===== src/rtl/uart_tx_fifo.sv =====
// uart_tx_fifo
// Byte FIFO between the memory-mapped UART write port and the transmitter.
// Producer side: WrData/WrValid/WrReady. Consumer side: DataOut/DataOutValid/DataOutReady.
// Pointers carry one extra wrap bit so full and empty are told apart without a separate flag.
// Every output is a function of registered state only; there is no empty-FIFO bypass.

module uart_tx_fifo #(
   parameter int Depth = 16,
   parameter int Width = 8,
   localparam int AW = $clog2(Depth)
) (
   input  logic             Clock,
   input  logic             Reset,
   input  logic [Width-1:0] WrData,
   input  logic             WrValid,
   output logic             WrReady,
   output logic [Width-1:0] DataOut,
   output logic             DataOutValid,
   input  logic             DataOutReady,
   output logic [AW:0]      Count,
   output logic             Overflow,
   input  logic             OverflowClear
);

   // Storage and state
   logic [Width-1:0] mem [Depth];
   logic [AW:0]      wr_ptr_reg;
   logic [AW:0]      wr_ptr_next;
   logic [AW:0]      rd_ptr_reg;
   logic [AW:0]      rd_ptr_next;
   logic             overflow_reg;
   logic             overflow_next;

   logic [AW-1:0]    wr_idx;
   logic [AW-1:0]    rd_idx;
   logic             empty;
   logic             full;
   logic             enq;
   logic             deq;

   assign wr_idx = wr_ptr_reg[AW-1:0];
   assign rd_idx = rd_ptr_reg[AW-1:0];
   assign empty  = (wr_ptr_reg == rd_ptr_reg);
   assign full   = (wr_idx == rd_idx) && (wr_ptr_reg[AW] != rd_ptr_reg[AW]);

   // WrReady ignores DataOutReady: a write offered while full is refused
   // even if the head byte leaves in the same cycle.
   assign enq = WrValid && !full;
   assign deq = DataOutReady && !empty;

   // Pointer and overflow next-state; a set request beats a clear in the same cycle
   always_comb begin
      wr_ptr_next   = wr_ptr_reg;
      rd_ptr_next   = rd_ptr_reg;
      overflow_next = overflow_reg;
      if (enq) begin
         wr_ptr_next = wr_ptr_reg + 1'b1;
      end
      if (deq) begin
         rd_ptr_next = rd_ptr_reg + 1'b1;
      end
      if (WrValid && full) begin
         overflow_next = 1'b1;
      end else if (OverflowClear) begin
         overflow_next = 1'b0;
      end
   end

   // State register; reset overrides every handshake, array contents are left alone
   always_ff @(posedge Clock) begin
      if (Reset) begin
         wr_ptr_reg   <= '0;
         rd_ptr_reg   <= '0;
         overflow_reg <= 1'b0;
      end else begin
         wr_ptr_reg   <= wr_ptr_next;
         rd_ptr_reg   <= rd_ptr_next;
         overflow_reg <= overflow_next;
      end
   end

   // One write-enabled register per entry
   for (genvar gi = 0; gi < Depth; gi++) begin : g_entry
      // Capture the offered byte into this entry when it is the write slot
      always_ff @(posedge Clock) begin
         if (!Reset && enq && (wr_idx == AW'(gi))) begin
            mem[gi] <= WrData;
         end
      end
   end

   // Outputs
   assign WrReady      = !full;
   assign DataOutValid = !empty;
   assign DataOut      = empty ? '0 : mem[rd_idx];
   assign Count        = wr_ptr_reg - rd_ptr_reg;
   assign Overflow     = overflow_reg;

endmodule


===== config.mk =====
export PLATFORM = sky130hd
export DESIGN_NAME = uart_tx_fifo
export DESIGN_NICKNAME = d
export VERILOG_FILES = /design/src/rtl/uart_tx_fifo.sv
export SDC_FILE = /design/constraint.sdc
export NUM_CORES = 1
export LEC_CHECK = 0
export CAP_MARGIN = 30
export CORE_MARGIN = 2
export CORE_UTILIZATION = 57
export DETAILED_ROUTE_END_ITERATION = 8
export DONT_BUFFER_PORTS = 1
export PLACE_DENSITY = 0.81
export SLEW_MARGIN = 20
export SYNTH_ARGS = -nofsm -noshare
export SYNTH_HDL_FRONTEND = slang
export SYNTH_SLANG_ARGS = --single-unit

===== constraint.sdc =====
create_clock -name Clock -period 2.6 [get_ports Clock]
set_input_delay 0.13 -clock Clock [delete_from_list [all_inputs] [get_ports Clock]]
set_output_delay 0.13 -clock Clock [all_outputs]
set_load 0.02 [all_outputs]

==> impl_metrics.toml <==
[outcome]
outcome = "finished clean"

[logic_synthesis]
async_reset_ff_share_pct = 0
ys_ff_latch = 143
synth_top_area_share_pct = 65.5
ys_types = 34
ys_seq_area_share_pct = 70.6
netlist_area_um2 = 5870
synth_cells = 317
synth.avg_cell_area_um2 = 18.5
synthFlopType = "edfxtp_1"
yosysWarnings = 0
yosysMostFrequentCell = "edfxtp_1"
synthTopCellsByArea = "edfxtp_1 66%, mux4_2 7.3%, mux4_1 5.8%"
synth_edf_count = 128
synth_largest_area_cell = "edfxtp_1"
syn-num-nets = 340
synth.top_cells.by_count = "128 x edfxtp_1, 24 x nor2_1, 19 x mux4_2, 15 x a21oi_1, 15 x dfxtp_1"

[placement]
dpl_cell_area_um2 = 6140
post-place-cells = 465
io_buffers = 0
place_congestion = 0.859
place_hpwl_um = 6960

[clock_network]
cts_max_level = 4
cts_tree = "done"
insertion_delay_ns = 0.52
clk_pin_slew_ns = 0.06
clock_path_buffers = 2
cts_buffers = 17
clockRootBuffer = "clkbuf_8"
clock_sinks = 143

[min_path]
hold_path.class = "input port to register"
worstHoldPathCells = 4

[floorplanning]
start_util_pct = 57.9
die_h_um = 105
core_area_um2 = 10100
core.rowCount = 37
top_level_ports = 29
fp.dieArea_um2 = 11100
die_w_um = 105

[sta]
fin_skew_ns = 0.00629
max-slew-margin-rel_pct = 52.1
finalCritPeriodShare_pct = 94.6
setup_viol = 0
hold_violations = 0
max_freq_mhz = 407
slew_viol_final = 0
worst_pin_slew_ns = 0.717
rsz0062_at_grt = "no"
fin_crit_ns = 2.46
setup_tns_ns = 0

[drt]
drc = 0
firstDrtPassIters = 5
vias = 3081
wl_per_cell_um = 23.4
vias_per_cell = 6.01
initialDrtViolationCount = 298
wirelength_um = 12000
antenna_left = 0

[final_layout]
drive_gt1_share_pct = 26.5
final_nets = 387
final_util_pct = 69.3
largest_reg_flops = 128
stdcell_count = 513
final_cell_area_um2 = 7030
area_delta_synth_final_pct = 19.7
antenna_cells = 0

[critical_path]
reg2regPathDepth = 7
crit_type = "register to primary output"
end_kind = "primary output"
critical_path_arrival_ns = 2.33
start_kind = "register"
required_ns = 2.47
path_max_fanout = 11

[grt]
grt_start_max_net_pins = 18
grt_overflow = 0
grt_pass1_wl_um = 18400
grt_pass1_vias = 3221
antenna_found_initial = 0
track_usage_pct = 23.3

[job]
drv_cap = 0

[power]
leakage_nw = 2.34
p_total_mw = 5.99
cellPowerDensity_nw_per_um2 = 852
max-vdd-ir-drop_uv = 546
metrics by stage:
step                      hold WS, ns  setup slack, ns
after CTS                       0.155          0.00879
after detailed placement        0.206            0.252
after floorplan                 0.229           0.0791
final                           0.181            0.140
after global placement          0.203            0.331
after global routing            0.186           0.0184
cells in the final DEF, fill, tap and decap left out, drive strengths merged, types with 2 or more instances in the layout:
cell	instances
xor2	4
dfxtp	15
clkbuf	29
mux2i	9
a21oi	15
edfxtp	128
mux4	32
dlygate4sd3	13
nand2	8
nand2b	2
nor2	24
a211oi	2
nor3	4
o21ai	11
nand3	2
a21o	2
clkinv	2
o211ai	2
mux2	8
inv	9
nand4	3
buf	31
xnor2	8
ha	9
worst paths after layout:
check,to,start,slack (ns)
min,mem[2][4]$_DFFE_PP_,Reset,0.18
max,DataOut[5],register,0.14
min reg2reg,rd_ptr_reg[1]$_SDFFE_PP0P_,rd_ptr_reg[1]$_SDFFE_PP0P_,0.53
max reg2reg,mem[3][1]$_DFFE_PP_,rd_ptr_reg[2]$_SDFFE_PP0P_,0.22
kinds of logic after synthesis:
| kind of cell | Yosys count | synth area share (%) |
|---|---|---|
| flip-flops | 143 | 70.6 |
| adder cells (fa/ha/maj) | 10 | 2.26 |
| AND/OR/NAND/NOR | 45 | 3.35 |
| buffers and inverters | 25 | 2.43 |
| multiplexers | 49 | 16.2 |
| AO/OA/AOI/OAI | 33 | 3.22 |
| XOR/XNOR | 12 | 1.92 |
power breakdown:
part	switching (mW)	total (mW)	internal (mW)
sequential	0.0331	2.57	2.53
clock	0.892	2.65	1.75
combinational	0.447	0.774	0.327
total	1.37	5.99	4.61
worst max-delay path, stage by stage (launching register included):
cell and delay [ns]:
dfxtp_1 0.35, buf_12 0.15, mux4_1 0.54, mux2_2 0.30, o21ai_1 0.16, a21oi_1 0.09
buf_4 0.22
area by class of cell:
type                       count  area [um^2]
clock inverter                 3         43.8
inverter                       9         33.8
sequential                   143         4150
multi-input combinational    149         1600
timing repair buffer          44          388
fill                         597         3110
tap                          136          170
clock buffer                  29          638
routing by layer:
| metal | GRT usage (%) | share of wire, % |
|---|---|---|
| met1 | 30.3 | 40 |
| met2 | 37.2 | 50 |
| met5 | 0 | 0 |
| met4 | 9.24 | 2.2 |
| met3 | 7.17 | 7.0 |
repair_timing:
item,4_1_cts,5_1_grt
setup buffers,0,3
hold buffers,13,0
pin swaps,0,0
hold endpoints to repair,143,0
endpoints found under the setup margin,8,25
resized for setup,7,8
(Power assumes the default switching activity.)
